===== config.mk =====
export PLATFORM = sky130hd
export DESIGN_NAME = io_uart_tx
export DESIGN_NICKNAME = d
export VERILOG_FILES = /design/src/rtl/refemv_io_pkg.sv /design/src/rtl/io_uart_tx_fifo.sv /design/src/rtl/io_uart_tx.sv
export SDC_FILE = /design/constraint.sdc
export NUM_CORES = 1
export LEC_CHECK = 0
export ABC_AREA = 1
export BUFFER_PORTS_ARGS = -buffer_cell sky130_fd_sc_hd__buf_2
export CORE_AREA = 2 2 150 108
export DETAILED_ROUTE_END_ITERATION = 12
export DIE_AREA = 0 0 152 110
export GPL_TIMING_DRIVEN = 0
export PLACE_DENSITY = 0.73
export SKIP_CTS_REPAIR_TIMING = 1
export SKIP_LAST_GASP = 1
export SYNTH_ARGS = -nofsm -noshare
export SYNTH_HDL_FRONTEND = slang
export SYNTH_SLANG_ARGS = --single-unit

===== constraint.sdc =====
create_clock -name clk -period 3.95 [get_ports clk]
set_input_delay 0.1975 -clock clk [delete_from_list [all_inputs] [get_ports clk]]
set_output_delay 0.1975 -clock clk [all_outputs]
set_load 0.01 [all_outputs]

===== src/rtl/refemv_io_pkg.sv =====
// refemv_io_pkg: definitions shared by the refemv IO-space responders.
//  - tx_state_t    : transmitter FSM encoding (IDLE/START/DATA/PARITY/STOP)
//  - ST_*          : bit positions inside the UART_STATUS word
//  - IO_SEL_BIT    : mem_addr bit that selects IO space (shared with soc and LED decode)
//  - even_parity() : even parity of one transmitted byte
package refemv_io_pkg;

    typedef enum logic [2:0] {
        S_IDLE   = 3'd0,
        S_START  = 3'd1,
        S_DATA   = 3'd2,
        S_PARITY = 3'd3,
        S_STOP   = 3'd4
    } tx_state_t;

    localparam int ST_BUSY      = 0;
    localparam int ST_FULL      = 1;
    localparam int ST_EMPTY     = 2;
    localparam int ST_OVR       = 3;
    localparam int ST_PAR       = 4;
    localparam int ST_COUNT_LSB = 16;

    localparam int IO_SEL_BIT   = 22;

    // XOR of all bits: 1 when the byte has an odd number of ones, which
    // makes the total count of ones in data+parity even.
    function automatic logic even_parity(input logic [7:0] data);
        return ^data;
    endfunction

endpackage


===== src/rtl/io_uart_tx_fifo.sv =====
// uart_tx_fifo: byte-wide TX FIFO with registered storage and a combinational head.
//  Ports:
//   clk, rst   : clock, asynchronous active-high reset
//   i_push     : push i_din (ignored when full at the start of the cycle)
//   i_din      : byte to store
//   i_pop      : drop the head entry (ignored when empty)
//   o_head     : current head entry (valid when !o_empty)
//   o_full     : count == DEPTH
//   o_empty    : count == 0
//   o_count    : number of stored entries, clog2(DEPTH)+1 bits
//  A pop in the same cycle as a push on a full FIFO does not make room: the
//  full flag is evaluated on the count at the start of the cycle.
module uart_tx_fifo #(
    parameter int DEPTH = 16
) (
    input  logic                     clk,
    input  logic                     rst,
    input  logic                     i_push,
    input  logic [7:0]               i_din,
    input  logic                     i_pop,
    output logic [7:0]               o_head,
    output logic                     o_full,
    output logic                     o_empty,
    output logic [$clog2(DEPTH):0]   o_count
);

    localparam int AW = $clog2(DEPTH);
    localparam int CW = AW + 1;

    logic [7:0]    r_mem [DEPTH];
    logic [AW-1:0] r_wr_ptr;
    logic [AW-1:0] r_rd_ptr;
    logic [CW-1:0] r_count;
    logic          w_push_ok;
    logic          w_pop_ok;

    assign o_full    = (r_count == CW'(DEPTH));
    assign o_empty   = (r_count == {CW{1'b0}});
    assign o_count   = r_count;
    assign o_head    = r_mem[r_rd_ptr];
    assign w_push_ok = i_push & ~o_full;
    assign w_pop_ok  = i_pop & ~o_empty;

    // Storage array: written only on an accepted push, never reset.
    always_ff @(posedge clk) begin
        if (w_push_ok) begin
            r_mem[r_wr_ptr] <= i_din;
        end
    end

    // Pointers (power-of-two depth, so they wrap naturally) and occupancy count.
    always_ff @(posedge clk or posedge rst) begin
        if (rst) begin
            r_wr_ptr <= {AW{1'b0}};
            r_rd_ptr <= {AW{1'b0}};
            r_count  <= {CW{1'b0}};
        end else begin
            if (w_push_ok) begin
                r_wr_ptr <= r_wr_ptr + AW'(1);
            end
            if (w_pop_ok) begin
                r_rd_ptr <= r_rd_ptr + AW'(1);
            end
            case ({w_push_ok, w_pop_ok})
                2'b10:   r_count <= r_count + CW'(1);
                2'b01:   r_count <= r_count - CW'(1);
                default: r_count <= r_count;
            endcase
        end
    end

endmodule


===== src/rtl/io_uart_tx.sv =====
// io_uart_tx: memory-mapped UART transmitter on the refemv IO bus (mem_addr[22]=1).
//  The core writes bytes to UART_DATA; they queue in a TX FIFO and a baud-timed
//  shifter sends them as 8N1 frames on txd, LSB first. UART_STATUS reports
//  {count, ..., parity-present, overrun, empty, full, busy} for polling.
//  Ports:
//   clk        : system clock
//   rst        : asynchronous active-high reset (aborts any frame, txd high)
//   mem_addr   : core byte address; IO space when bit 22 is set
//   mem_wdata  : write data, byte sent = mem_wdata[7:0]
//   mem_wmask  : byte write mask; any set bit is a write
//   mem_rstrb  : read strobe
//   io_rdata   : registered read data, 1-cycle latency
//   txd        : serial output, idles high, driven from a flop
//  Build option: define UART_TX_PARITY_EN to add an even-parity bit between
//  the data bits and the stop bit (11 bit-times per frame, status bit 4 = 1).
module io_uart_tx
    import refemv_io_pkg::*;
#(
    parameter int CLK_FREQ   = 27_000_000,
    parameter int BAUD       = 115_200,
    parameter int FIFO_DEPTH = 16,
    parameter int DATA_BIT   = 1,
    parameter int STATUS_BIT = 2
) (
    input  logic        clk,
    input  logic        rst,
    input  logic [31:0] mem_addr,
    input  logic [31:0] mem_wdata,
    input  logic [3:0]  mem_wmask,
    input  logic        mem_rstrb,
    output logic [31:0] io_rdata,
    output logic        txd
);

    localparam int DIV = CLK_FREQ / BAUD;
    localparam int BW  = $clog2(DIV);
    localparam int CW  = $clog2(FIFO_DEPTH) + 1;
    localparam logic [BW-1:0] DIV_M1 = BW'(DIV - 1);

    tx_state_t     r_state;
    tx_state_t     w_state_nxt;
    logic [BW-1:0] r_baud;
    logic [BW-1:0] w_baud_nxt;
    logic [2:0]    r_bit;
    logic [2:0]    w_bit_nxt;
    logic [7:0]    r_shreg;
    logic [7:0]    w_shreg_nxt;
    logic          r_txd;
    logic          w_txd_nxt;
    logic          w_pop;
    logic          w_bit_done;
    logic          r_ovr;
    logic [31:0]   r_rdata;
    logic [31:0]   w_status;
    logic          w_wr_data;
    logic          w_rd_stat;
    logic          w_rd_any;
    logic [7:0]    w_head;
    logic          w_full;
    logic          w_empty;
    logic [CW-1:0] w_count;
    logic          w_unused;
`ifdef UART_TX_PARITY_EN
    logic          r_par;
`endif

    assign w_wr_data  = mem_addr[IO_SEL_BIT] & mem_addr[2+DATA_BIT] & (|mem_wmask);
    assign w_rd_stat  = mem_addr[IO_SEL_BIT] & mem_addr[2+STATUS_BIT] & mem_rstrb;
    assign w_rd_any   = mem_addr[IO_SEL_BIT] & mem_rstrb;
    assign w_bit_done = (r_baud == {BW{1'b0}});
    assign w_unused   = ^{mem_addr, mem_wdata[31:8]};
    assign io_rdata   = r_rdata;
    assign txd        = r_txd;

    uart_tx_fifo #(.DEPTH(FIFO_DEPTH)) u_fifo (
        .clk     (clk),
        .rst     (rst),
        .i_push  (w_wr_data),
        .i_din   (mem_wdata[7:0]),
        .i_pop   (w_pop),
        .o_head  (w_head),
        .o_full  (w_full),
        .o_empty (w_empty),
        .o_count (w_count)
    );

    // FSM state register.
    always_ff @(posedge clk or posedge rst) begin
        if (rst) begin
            r_state <= S_IDLE;
        end else begin
            r_state <= w_state_nxt;
        end
    end

    // FSM next-state logic; every non-idle state lasts until the baud counter hits zero.
    always_comb begin
        w_state_nxt = r_state;
        case (r_state)
            S_IDLE: begin
                if (!w_empty) w_state_nxt = S_START;
                else          w_state_nxt = S_IDLE;
            end
            S_START: begin
                if (w_bit_done) w_state_nxt = S_DATA;
                else            w_state_nxt = S_START;
            end
            S_DATA: begin
                if (w_bit_done && (r_bit == 3'd7)) begin
`ifdef UART_TX_PARITY_EN
                    w_state_nxt = S_PARITY;
`else
                    w_state_nxt = S_STOP;
`endif
                end else begin
                    w_state_nxt = S_DATA;
                end
            end
            S_PARITY: begin
`ifdef UART_TX_PARITY_EN
                if (w_bit_done) w_state_nxt = S_STOP;
                else            w_state_nxt = S_PARITY;
`else
                w_state_nxt = S_IDLE;
`endif
            end
            S_STOP: begin
                // Chain straight into the next frame when more data is queued.
                if (w_bit_done) w_state_nxt = w_empty ? S_IDLE : S_START;
                else            w_state_nxt = S_STOP;
            end
            default: w_state_nxt = S_IDLE;
        endcase
    end

    // FSM outputs: FIFO pop, baud/bit counters, shift register and the next txd level.
    always_comb begin
        w_pop       = 1'b0;
        w_baud_nxt  = r_baud;
        w_bit_nxt   = r_bit;
        w_shreg_nxt = r_shreg;
        w_txd_nxt   = 1'b1;

        // A frame is loaded from IDLE or at the end of a stop bit.
        if ((r_state == S_IDLE) || ((r_state == S_STOP) && w_bit_done)) begin
            w_pop = ~w_empty;
        end else begin
            w_pop = 1'b0;
        end

        if (r_state == S_IDLE) begin
            w_baud_nxt = w_pop ? DIV_M1 : {BW{1'b0}};
        end else if (w_bit_done) begin
            w_baud_nxt = DIV_M1;
        end else begin
            w_baud_nxt = r_baud - BW'(1);
        end

        if (w_pop) begin
            w_shreg_nxt = w_head;
            w_bit_nxt   = 3'd0;
        end else if ((r_state == S_DATA) && w_bit_done) begin
            w_shreg_nxt = {1'b0, r_shreg[7:1]};
            w_bit_nxt   = r_bit + 3'd1;
        end else begin
            w_shreg_nxt = r_shreg;
            w_bit_nxt   = r_bit;
        end

        // txd is registered, so its next value follows the next state.
        case (w_state_nxt)
            S_IDLE:   w_txd_nxt = 1'b1;
            S_START:  w_txd_nxt = 1'b0;
            S_DATA:   w_txd_nxt = w_shreg_nxt[0];
`ifdef UART_TX_PARITY_EN
            S_PARITY: w_txd_nxt = r_par;
`else
            S_PARITY: w_txd_nxt = 1'b1;
`endif
            S_STOP:   w_txd_nxt = 1'b1;
            default:  w_txd_nxt = 1'b1;
        endcase
    end

    // Shifter datapath registers and the glitch-free txd flop.
    always_ff @(posedge clk or posedge rst) begin
        if (rst) begin
            r_baud  <= {BW{1'b0}};
            r_bit   <= 3'd0;
            r_shreg <= 8'h00;
            r_txd   <= 1'b1;
        end else begin
            r_baud  <= w_baud_nxt;
            r_bit   <= w_bit_nxt;
            r_shreg <= w_shreg_nxt;
            r_txd   <= w_txd_nxt;
        end
    end

`ifdef UART_TX_PARITY_EN
    // Parity of the frame being sent, captured when the byte is loaded.
    always_ff @(posedge clk or posedge rst) begin
        if (rst) begin
            r_par <= 1'b0;
        end else if (w_pop) begin
            r_par <= even_parity(w_head);
        end
    end
`endif

    // Status word assembly.
    always_comb begin
        w_status           = 32'h0000_0000;
        w_status[ST_BUSY]  = (r_state != S_IDLE);
        w_status[ST_FULL]  = w_full;
        w_status[ST_EMPTY] = w_empty;
        w_status[ST_OVR]   = r_ovr;
`ifdef UART_TX_PARITY_EN
        w_status[ST_PAR]   = 1'b1;
`else
        w_status[ST_PAR]   = 1'b0;
`endif
        w_status[ST_COUNT_LSB +: 16] = 16'(w_count);
    end

    // Sticky overrun (set wins over the clear-on-read) and the registered read port.
    always_ff @(posedge clk or posedge rst) begin
        if (rst) begin
            r_ovr   <= 1'b0;
            r_rdata <= 32'h0000_0000;
        end else begin
            if (w_wr_data && w_full) begin
                r_ovr <= 1'b1;
            end else if (w_rd_stat) begin
                r_ovr <= 1'b0;
            end
            if (w_rd_any) begin
                r_rdata <= w_rd_stat ? w_status : 32'h0000_0000;
            end
        end
    end

endmodule


Yosys cells after proc, flatten, opt, wreduce, memory -nomap -nowiden
Memory sizes are Yosys's and may differ from the RTL's.
Cells that the tools add are included.
{ "word_totals": {"regBits": 69, "ramBits": 128, "input_bits": 71, "output_inout_bits": 33, "wordCells": 69, "mem_count": 1} }
{ "classes": {"add_sub_neg": 6, "eq_ne": 9, "mux": 20, "bitwise": 9, "reduce_logical": 13} }
{ "mem_list": {"columns": ["memory", "depth", "width", "read_ports", "rd_ports_with_merged_regs", "wr", "line_no", "text"], "rows": [
  ["u_fifo.r_mem", 16, 8, 1, 0, 1, "io_uart_tx_fifo.sv:30", "logic [7:0] r_mem [DEPTH];"]
]} }
{ "ops": {"columns": ["op", "count"], "rows": [
  ["8-bit 2-to-1 mux", 5],
  ["21-bit 2-to-1 mux", 1],
  ["3-bit 2-to-1 mux", 4],
  ["3-bit one-hot mux with 4 select lines", 1],
  ["5-bit one-hot mux with 2 select lines", 1],
  ["4-bit by 1-bit adder with 4-bit output, second input constant", 2],
  ["8-bit logical NOT", 1],
  ["8-bit by 1-bit subtractor with 8-bit output, second input constant", 1],
  ["1-bit bitwise AND", 7],
  ["3-bit by 1-bit equality test with 1-bit output, second input constant", 2],
  ["3-bit by 2-bit equality test with 1-bit output, second input constant", 2],
  ["3-bit equality test, second input constant", 2],
  ["1-bit 2-to-1 mux", 6],
  ["2-bit nonzero test", 3],
  ["5-bit by 1-bit adder with 5-bit output, second input constant", 1],
  ["5-bit equality test, second input constant", 1],
  ["5-bit logical NOT", 1],
  ["5-bit by 1-bit subtractor with 5-bit output, second input constant", 1],
  ["1-bit logical AND", 4],
  ["4-bit OR reduction", 1],
  ["3-bit by 1-bit adder with 3-bit output, second input constant", 1],
  ["3-bit logical NOT", 1],
  ["3-bit nonzero test", 1],
  ["2-bit by 1-bit equality test with 1-bit output, second input constant", 1],
  ["5 further kinds", 6]
]} }

Logic depth before layout (Yosys ltp)
Gate-level depths: netlist of the first run.
{ "depth": {"depth_word": 7, "ltp_mapped": 17} }

Cells and area by module
Synthesis of the first run repeated with hierarchy kept, for this count alone.
{ "hier_totals": {"hier_cells": 827, "area_unflattened_um2": 8035.2} }
{ "by_module_without_submodules": {"columns": ["mod", "instances", "cells_per_inst", "area_per_inst_um2", "seq_area_each_um2"], "rows": [
  ["uart_tx_fifo", 1, 623, 6236.0, 4169.0],
  ["io_uart_tx", 1, 204, 1799.2, 827.0]
]} }

Worst setup path before layout of the first run
OpenSTA, ideal clock, no wires.
{ "synth_timing": {"path_type": "flip-flop to flip-flop", "from": "reg r_baud[0]", "to": "reg u_fifo.r_count[4], in the netlist u_fifo.o_count[4]", "setup_time_ns": 0.117, "arrival_time_ns": 2.480, "t_required_ns": 3.833, "slack_ns": 1.353, "path_stages_with_launch": 17, "synth_period_minus_slack_ns": 2.597, "path_cell_list": "dfrtp_1 > inv_1 > ha_1 > nand2_2 > nor2_8 > nor2_4 > nor2_4 > buf_6 > buf_4 > ha_1 > ha_1 > inv_1 > or3_1 > nand4_1 > nand2_1 > nand2_1 > nand2_1"} }
{ "synth_between": {"elab_chain_cells": 7, "word_cells_on_any_way": 9} }
{ "synth_rtl": {"columns": ["item", "line_no", "text"], "rows": [
  ["start, declared", "io_uart_tx.sv:42", "logic [BW-1:0] r_baud;"],
  ["start signal, assigned", "io_uart_tx.sv:188", "r_baud <= {BW{1'b0}};"],
  ["start signal, assigned", "io_uart_tx.sv:193", "r_baud <= w_baud_nxt;"],
  ["8-bit logical NOT *", "io_uart_tx.sv:70", "assign w_bit_done = (r_baud == {BW{1'b0}});"],
  ["1-bit logical AND *", "io_uart_tx.sv:145", "if ((r_state == S_IDLE) || ((r_state == S_STOP) && w_bit_done)) begin"],
  ["1-bit logical OR *", "io_uart_tx.sv:145", null],
  ["1-bit 2-to-1 mux *", "io_uart_tx.sv:145", null],
  ["1-bit bitwise AND *", "io_uart_tx_fifo.sv:42", "assign w_pop_ok = i_pop & ~o_empty;"],
  ["2-bit by 1-bit equality test with 1-bit output or 2-bit equality test (tied branches)", "io_uart_tx_fifo.sv:64", "case ({w_push_ok, w_pop_ok})"],
  ["5-bit one-hot mux with 2 select lines or 2-bit nonzero test (tied branches)", null, null],
  ["end signal, assigned", "io_uart_tx_fifo.sv:65", "2'b10: r_count <= r_count + CW'(1);"],
  ["end signal, assigned", "io_uart_tx_fifo.sv:66", "2'b01: r_count <= r_count - CW'(1);"],
  ["end signal, assigned", "io_uart_tx_fifo.sv:67", "default: r_count <= r_count;"],
  ["end, declared", "io_uart_tx_fifo.sv:33", "logic [CW-1:0] r_count;"]
]} }
Every way passes the cells marked *; elsewhere a longest branch is shown, timed or not.
A chain may end at the register's enable or synchronous reset.

Final worst setup path of the first run
Ends and elaborated chain as after synthesis.

==> results.md, run 1 <==
* Number of global-route vias before repair at 4999
* Multi-input gate area at 2200 um^2
* Initial antenna violation count at 0
* Post-layout util at 56.7%
* Syn Inst Count at 671
* Syn. warnings at 0
* Crit path arrival time at 3.20 ns
* Ratio of cells with drive above 1 in the final layout at 14.9%
* DIE HEIGHT at 110 um
* Critical Path RT at 4.27 ns
* Design Area, Final at 8650 um^2
* WHS at 0.145 ns
* Final Hold Vio Count at 0
* Setup TNS at 0 ns
* Critical path's largest stage delay at 0.39 ns
* Clock-pin transition on the worst setup and hold timing paths at 0.07 ns
* HPWL Detailed at 11500 um
* Cell Pwr Density at 489 nW/um^2
* 1st-iter DRT viols at 791
* Distinct cell type count after synthesis at 40
* Total core area at 15300 um^2
* # diodes at 0
* Wire per inst at 18.0 um
* Largest net degree at the start of global routing at 26
* Dpl ws at 1.07 ns
* Max-Cap Viols at 0
* Final setup viols at 0
* Slew Limit Fails at 0
* Routed wire length at 17200 um
* Placer Congestion at 0.900
* H-tree levels at 4
* Clock Latency Late Sink at 0.43 ns
* Bufs on Longest Clock Path at 2
* DR vias at 5254
* DIE AREA at 16700 um^2
* Critical path, cell by cell: inv_1 > ha_1 > nand2_2 > nor2_8 > nor2_4 > nor2_4 > buf_6 > buf_4 > ha_1 > ha_1 > inv_1 > or3_1 > nand4_1 > nand2_1 > nand2_1 > nand2_1
* Period utilization at 73.1%
* Peak VDD IR at 0.000340 V
* Unrepaired setup endpoints after global routing: false
* Overall routing resource usage at 21.7%
* Met1 Usage GRT at 30.1%
* IO Pins at 104
* Via/cell ratio at 5.51
* Global-route wire length before repair at 27000 um
* CP startpoint kind: register
* Worst Skew at 0.00977 ns
* M3 GR Usage at 6.53%
* Register area at 5000 um^2
* Fin worst setup slack at 1.06 ns
* DRC Markers at 0
* Slew @ Worst Pin at 1.08 ns
* Worst Path Class, Setup: reg -> reg
* Busiest grt layer: met2
* TritonCTS clock tree: done
* Syn Area/Cell at 11.3 um^2
* Chip width at 152 um
* Fillers at 1251
* Area Growth Syn to Fin at 14.5%
* DRT Pass-1 Iters at 5
* Dpl cells at 921
* Clock Sinks at 174
* Dpl cell area at 8050 um^2
* FP Rows at 38
* Grt ovf at 0
* Max-slew headroom at 27.4%
* TritonCTS Buffers at 17
* Crit path time final at 2.89 ns
* Nets@finish at 823
* Outcome: finished, final reports clean
* Leak Pwr at 3.32 nW
* Hold Crit Class: in -> reg
* CP max stage cell: or3_1
* IO buf count at 27
* Initial Util at 49.5%
* FF+latch count, synth at 174
* Sequential-to-total area share from yosys stat at 66.1%
* Crit. End Element: register
* Final Power at 4.22 mW
* Routed Antenna Nets at 0
* Mapped cell area at 7550 um^2
* Post-Layout Cell Count at 954
* Clock Tree Root: clkbuf_16
* Critical path fanouts, max at 10
* FMAX at 346 MHz
* Met2 Use GR at 32.5%
cells by family after synthesis:
group | share of synthesized area, %
simple gates | 13.9
flops | 66.1
compound gates | 10.7
buf+inv | 5.90
xor+xnor | 1.51
fa+ha+maj | 1.82
other cells | 0.0496
area by class of cell:
| cell class | instances | share of cell area, % |
|---|---|---|
| clock inverters | 14 | 1.82 |
| flip-flops and latches | 174 | 57.8 |
| well taps | 200 | 2.89 |
| plain buffers | 49 | 3.50 |
| inverters | 38 | 1.65 |
| repair buffers | 29 | 2.00 |
| clock buffers | 18 | 4.96 |
| multi-input cells | 432 | 25.4 |
sequential cells by signal (all words and copies together), names as in the netlist:
name             cells
io_rdata             9
r_baud               8
r_bit                3
r_ovr                1
r_shreg              8
r_state              3
txd                  1
u_fifo.o_count       5
u_fifo.r_mem       128
u_fifo.r_rd_ptr      4
u_fifo.r_wr_ptr      4
layout by cell type, fill, tap and decap left out, types with 4 or more instances in the layout:
cell and count:
edfxtp_1 128, nor2_1 111, nand2_1 88, o21ai_0 82, dfrtp_1 45, inv_1 32, buf_2 32, buf_4 28
o211ai_1 28, nand3_1 24, conb_1 23, clkbuf_16 17, clkbuf_1 16, a21oi_1 14, ha_1 11, xor2_1 9
clkinv_1 4, xnor2_1 4, o21ai_1 4, inv_6 4
cell usage after synthesis:
cell type | n | area [um^2]
a21oi_1 | 14 | 70.1
a22o_1 | 1 | 8.76
a22oi_1 | 3 | 22.5
a31o_2 | 1 | 8.76
a31oi_1 | 1 | 6.26
and2_1 | 1 | 6.26
buf_2 | 5 | 25.0
buf_4 | 28 | 210
buf_6 | 1 | 11.3
clkbuf_1 | 15 | 56.3
clkinv_1 | 3 | 11.3
conb_1 | 1 | 3.75
dfrtp_1 | 45 | 1130
dfstp_2 | 1 | 26.3
edfxtp_1 | 128 | 3840
ha_1 | 11 | 138
inv_1 | 33 | 124
inv_2 | 2 | 7.51
nand2_1 | 88 | 330
nand2_2 | 1 | 6.26
nand2_4 | 1 | 11.3
nand3_1 | 24 | 120
nand3_2 | 3 | 30.0
nand4_1 | 3 | 18.8
nand4_2 | 1 | 12.5
nor2_1 | 111 | 417
nor2_2 | 3 | 18.8
nor2_4 | 3 | 33.8
nor2_8 | 1 | 20.0
nor3_1 | 2 | 10.0
o211ai_1 | 28 | 210
o21ai_0 | 82 | 410
o21ai_1 | 4 | 20.0
o21ai_2 | 1 | 8.76
o221ai_1 | 3 | 26.3
o22ai_1 | 3 | 18.8
or2_2 | 1 | 6.26
or3_1 | 1 | 6.26
xnor2_1 | 4 | 35.0
xor2_1 | 9 | 78.8
report_power, final:
group	switching, mW	internal (mW)	leakage [nW]
Combinational	0.268	0.129	1.32
Clock	0.713	0.946	0.291
Sequential	0.0773	2.09	1.72
worst max-delay path, delay by kind of cell, from the launching register on:
family | cells | cell delay (ns)
simple gates | 9 | 1.10
fa+ha+maj | 3 | 0.78
buf+inv | 4 | 0.51
flops | 1 | 0.38
per-layer routing:
metal / routed length (um) / up-vias
met2: 7790 / 260
met1: 7180 / 2520
met3: 1860 / 36
met5: 0 / -
li1: - / 2438
met4: 369 / 0
worst paths after layout:
check / slack [ns] / cells past startpoint / from / endpoint
worst max-delay path: 1.06 / 16 / r_baud[0] / u_fifo.o_count[4]
worst min-delay path: 0.15 / 1 / mem_wdata[0] / u_fifo.r_mem[3][0]
worst max register to register: 1.06 / 16 / r_baud[0] / u_fifo.o_count[4]
worst min register to register: 0.45 / 1 / r_baud[0] / r_baud[0]
max in group asynchronous: 3.04 / 4 / rst / txd
min in group asynchronous: 0.35 / 3 / rst / io_rdata[2]
Note: power is estimated with default switching activity, not from simulation.
==> run 2, diff against run 1 <==
Clock period 3.95 ns to 2.8 ns, I/O delays scaled along.
==> results.md, run 2 (synthesized netlist as in run 1, its figures left out) <==
* Clock Latency Late Sink at 0.43 ns (about the same)
* Initial antenna violation count at 0 (unchanged)
* Routed Antenna Nets at 0 (unchanged)
* Nets@finish at 822 (-0.12%)
* TritonCTS Buffers at 17 (unchanged)
* Dpl cell area at 8050 um^2 (unchanged)
* Grt ovf at 0 (unchanged)
* Global-route wire length before repair at 27000 um (unchanged)
* Slew @ Worst Pin at 1.06 ns (-0.0219 ns)
* Worst Skew at 0.0111 ns (+0.00131 ns)
* IO Pins at 104 (unchanged)
* Max-Cap Viols at 0 (unchanged)
* DRT Pass-1 Iters at 5 (unchanged)
* DRC Markers at 0 (unchanged)
* Ratio of cells with drive above 1 in the final layout at 15.0% (+0.15 points)
* Setup TNS at 0 ns (unchanged)
* Outcome: finished, final reports clean
* Total core area at 15300 um^2 (unchanged)
* Commonest non-fill, non-tap cells in the layout: edfxtp_1, nor2_1, nand2_1
* Bufs on Longest Clock Path at 2 (unchanged)
* Clock-pin transition on the worst setup and hold timing paths at 0.07 ns (about the same)
* H-tree levels at 4 (unchanged)
* Clock Sinks at 174 (unchanged)
* FMAX at 389 MHz (+12%)
* Critical path fanouts, max at 19 (+9)
* Final Hold Vio Count at 0 (unchanged)
* Fin worst setup slack at 0.227 ns (-0.837 ns)
* DIE AREA at 16700 um^2 (unchanged)
* Multi-input gate area at 2210 um^2 (+0.68%)
* Crit path time final at 2.57 ns (-0.313 ns)
* Initial Util at 49.5% (unchanged)
* Crit. End Element: register
* Overall routing resource usage at 21.7% (unchanged)
* Peak VDD IR at 0.000485 V (+42%)
* Largest net degree at the start of global routing at 26 (unchanged)
* Leak Pwr at 3.32 nW (-0.20%)
* Unrepaired setup endpoints after global routing: false
* Slew Limit Fails at 0 (unchanged)
* CP startpoint kind: register
* Fillers at 1251 (unchanged)
* Max-slew headroom at 28.9% (+1.5 points)
* # diodes at 0 (unchanged)
* Wire per inst at 18.0 um (about the same)
* Number of global-route vias before repair at 4999 (unchanged)
* HPWL Detailed at 11500 um (unchanged)
* Hold Crit Class: in -> reg
* Final setup viols at 0 (unchanged)
* Crit path arrival time at 2.89 ns (-0.31 ns)
* Critical Path RT at 3.12 ns (-1.15 ns)
* Design Area, Final at 8650 um^2 (about the same)
* IO buf count at 27 (unchanged)
* Cell Pwr Density at 689 nW/um^2 (+41%)
* Area Growth Syn to Fin at 14.6% (about the same)
* Routed wire length at 17200 um (about the same)
* Via/cell ratio at 5.53 (+0.39%)
* Placer Congestion at 0.900 (unchanged)
* Register area at 5000 um^2 (unchanged)
* Dpl ws at -0.0769 ns (-1.15 ns)
* Top reg by flops: u_fifo.r_mem
* Period utilization at 91.9% (+19 points)
* Chip width at 152 um (unchanged)
* Largest register FFs at 128 (unchanged)
* Most common cell after layout, fill and taps aside: edfxtp_1
* 1st-iter DRT viols at 710 (-10%)
* FP Rows at 38 (unchanged)
* DR vias at 5269 (+0.29%)
* Worst Path Class, Setup: reg -> reg
* Clock Tree Root: clkbuf_16
* TritonCTS clock tree: done
* DIE HEIGHT at 110 um (unchanged)
run 2: cell count changes in the layout (fill, tap and decap cells not counted):
cell and change:
ha_2 +1, ha_4 +1, ha_1 -2, buf_4 -1
run 2: area by class of cell:
| cell class | count | area share [%] |
|---|---|---|
| tap | 200 | 2.89 |
| sequential | 174 | 57.7 |
| buffer | 48 | 3.41 |
| clock buffer | 18 | 4.96 |
| multi-input combinational | 432 | 25.5 |
| clock inverter | 14 | 1.82 |
| timing repair buffer | 29 | 2.00 |
| inverter | 38 | 1.65 |
run 2: layer usage:
metal	share of wire, %	up-vias	track usage (%)
met5	0	-	0
met4	2.0	0	8.68
met3	8.9	32	6.53
met2	46	230	32.5
met1	44	2568	30.1
li1	-	2439	-
run 2: path summary, 6_finish.rpt:
path                       cells past startpoint  slack [ns]              start                  to
max                                           13        0.23  u_fifo.o_count[2]   u_fifo.o_count[4]
min                                            1        0.09       mem_wdata[0]  u_fifo.r_mem[3][0]
max reg2reg                                   13        0.23  u_fifo.o_count[2]   u_fifo.o_count[4]
min reg2reg                                    1        0.45          r_baud[0]           r_baud[0]
max in group asynchronous                      4        1.94                rst                 txd
min in group asynchronous                      3        0.29                rst         io_rdata[2]
run 2: report_power, final:
part	internal, mW	switching [mW]
sequential	2.95	0.110
clock	1.33	1.01
combinational	0.183	0.380
run 2: per-stage QoR:
step,power (mW),hold slack (ns),std cells,utilization (%)
final,5.96,0.0859,953,56.7
after global placement,3.62,0.438,920,52.6
after global routing,6.17,0.0871,953,56.7
after detailed placement,3.65,0.203,921,52.7
after floorplan,3.45,0.239,693,-
after CTS,5.98,-0.258,953,56.6
run 2: worst max-delay path, stage by stage, from the launching register on:
cell and delay (ns):
dfrtp_1 0.46, nor2_1 0.18, nand3_1 0.17, nand2_1 0.18
nor2_4 0.06, buf_6 0.16, ha_4 0.19, ha_1 0.33
inv_1 0.07, or3_1 0.39, nand4_1 0.11, nand2_1 0.05
nand2_1 0.05, nand2_1 0.05
==> run 3, diff against run 2 <==
Settings changed: PLACE_DENSITY 0.73 to 0.69.
==> results.md, run 3 (synthesized netlist as in run 1, its figures left out) <==
* TritonCTS clock tree: done
* Clock Latency Late Sink at 0.43 ns (about the same)
* Nets@finish at 822 (unchanged)
* Clock-pin transition on the worst setup and hold timing paths at 0.06 ns (about the same)
* DIE AREA at 16700 um^2 (unchanged)
* Combinational share of power at 9.3% (about the same)
* Overall routing resource usage at 20.9% (-0.85 points)
* CP startpoint kind: register
* Largest net degree at the start of global routing at 46 (+77%)
* Most common cell after layout, fill and taps aside: edfxtp_1
* Wire per inst at 17.5 um (-2.8%)
* Commonest non-fill, non-tap cells in the layout: edfxtp_1, nor2_1, nand2_1
* FP Rows at 38 (unchanged)
* Largest register FFs at 128 (unchanged)
* Max-Cap Viols at 0 (unchanged)
* Peak VDD IR at 0.000524 V (+8.1%)
* Cell Pwr Density at 681 nW/um^2 (-1.3%)
* Outcome: finished, final reports clean
* IO buf count at 27 (unchanged)
* Final setup viols at 0 (unchanged)
* Global-route wire length before repair at 26000 um (-3.9%)
* Dpl cells at 921 (unchanged)
* Slew Limit Fails at 0 (unchanged)
* Hold Crit Class: in -> reg
* TritonCTS Buffers at 17 (unchanged)
* Worst Path Class, Setup: reg -> reg
* Leak Pwr at 3.28 nW (-0.99%)
* Area Growth Syn to Fin at 14.2%
* Unrepaired setup endpoints after global routing: false
* IO Pins at 104 (unchanged)
* Psw at 1.50 mW (+0.25%)
* Multi-input gate area at 2210 um^2 (+0.11%)
* Grt ovf at 0 (unchanged)
* Crit path arrival time at 2.91 ns (+0.02 ns)
* Routed Antenna Nets at 0 (unchanged)
* HPWL Detailed at 11400 um (-1.0%)
* Post-Layout Cell Count at 953 (unchanged)
* Via/cell ratio at 5.38 (-2.6%)
* Pint at 4.37 mW (-2.2%)
* Clock Sinks at 174 (unchanged)
* Period utilization at 92.4% (+0.49 points)
* Ratio of cells with drive above 1 in the final layout at 15.3% (+0.27 points)
* Critical Path RT at 3.12 ns (about the same)
* DIE HEIGHT at 110 um (unchanged)
* Final Hold Vio Count at 0 (unchanged)
* DR vias at 5131 (-2.6%)
* Crit. End Element: register
* Initial antenna violation count at 0 (unchanged)
* Sw Ratio at 25.6% (+0.47 points)
* Placer Congestion at 0.892 (-0.87%)
* Slew @ Worst Pin at 1.09 ns (+0.0247 ns)
* Number of global-route vias before repair at 4732 (-5.3%)
* Register area at 5000 um^2 (unchanged)
* DRT Pass-1 Iters at 5 (unchanged)
* Total core area at 15300 um^2 (unchanged)
* Fillers at 1261 (+0.80%)
* Worst Skew at 0.0115 ns (+0.000384 ns)
* Chip width at 152 um (unchanged)
* Top reg by flops: u_fifo.r_mem
* Critical path fanouts, max at 19 (unchanged)
* FMAX at 387 MHz (-0.53%)
* WHS at 0.0781 ns (-0.00785 ns)
* DRC Markers at 0 (unchanged)
* Clock Tree Root: clkbuf_16
* Bufs on Longest Clock Path at 2 (unchanged)
* 1st-iter DRT viols at 563 (-21%)
* Max-slew headroom at 27.2% (-1.7 points)
* Crit path time final at 2.59 ns (+0.0137 ns)
* Clk pwr share at 38.6% (-0.6 points)
* Initial Util at 49.5% (unchanged)
* H-tree levels at 4 (unchanged)
* # diodes at 0 (unchanged)
* Sequential share of power at 52.1% (+0.8 points)
* Routed wire length at 16700 um (-2.8%)
* Post-layout util at 56.5% (-0.19 points)
run 3: changes by cell type in the layout (fill, tap and decap cells not counted):
cell,change
inv_6,+2
inv_8,-2
clkinv_2,-1
clkinv_1,-1
bufinv_16,-1
buf_12,+1
nand2_1,-1
nand2_2,+1
clkinvlp_4,+5
buf_16,-1
clkinv_4,-2
run 3: power groups by stage:
stage	clock (mW)	combinational [mW]	sequential, mW
6_report	2.26	0.549	3.06
4_1_cts	2.28	0.547	3.06
3_5_place_dp	0	0.544	3.11
3_3_place_gp	0	0.517	3.10
2_1_floorplan	0	0.356	3.10
5_1_grt	2.39	0.629	3.08
run 3: metrics by stage:
step	setup WS, ns	setup TNS, ns	total power [mW]	cell area (um^2)
floorplan	0.203	0	3.45	7640
global placement	-0.0154	-0.0154	3.62	8020
detailed placement	-0.0682	-0.0682	3.65	8040
CTS	-0.110	-0.110	5.88	8610
global route	0.0264	0	6.09	8630
finish	0.213	0	5.87	8630
run 3: cell type report:
type                       instances  share of cell area, %
multi-input combinational        432                   25.7
inverter                          38                   1.65
sequential                       174                   57.9
clock inverter                    14                   1.55
timing repair buffer              29                   1.91
buffer                            48                   3.42
tap                              200                   2.90
clock buffer                      18                   4.98
run 3: worst paths after layout:
| kind | from | end | slack (ns) | cells after the start |
|---|---|---|---|---|
| worst max-delay path | r_baud[0] | u_fifo.o_count[4] | 0.21 | 15 |
| worst min-delay path | mem_addr[3] | r_ovr | 0.08 | 5 |
| worst max register to register | r_baud[0] | u_fifo.o_count[4] | 0.21 | 15 |
| worst min register to register | r_baud[0] | r_baud[0] | 0.45 | 1 |
| max in group asynchronous | rst | txd | 2.24 | 4 |
| min in group asynchronous | rst | io_rdata[0] | 0.10 | 3 |
run 3: critical path: stages, from the launching register on:
cell	delay (ns)
dfrtp_1	0.38
inv_1	0.09
ha_2	0.24
nand2_2	0.12
nor2_8	0.16
nor2_4	0.06
nor2_4	0.09
buf_6	0.20
ha_4	0.20
ha_1	0.19
inv_1	0.08
or3_1	0.40
nand4_1	0.11
nand2_1	0.05
nand2_1	0.05
nand2_1	0.05
run 3: per-layer routing:
layer  vias up  part of all wire (%)  GRT usage [%]
li1       2428                     -              -
met1      2460                    46           30.2
met2       220                    44           30.7
met3        23                   9.2           5.55
met4         0                   1.4           7.61
met5         -                     0              0
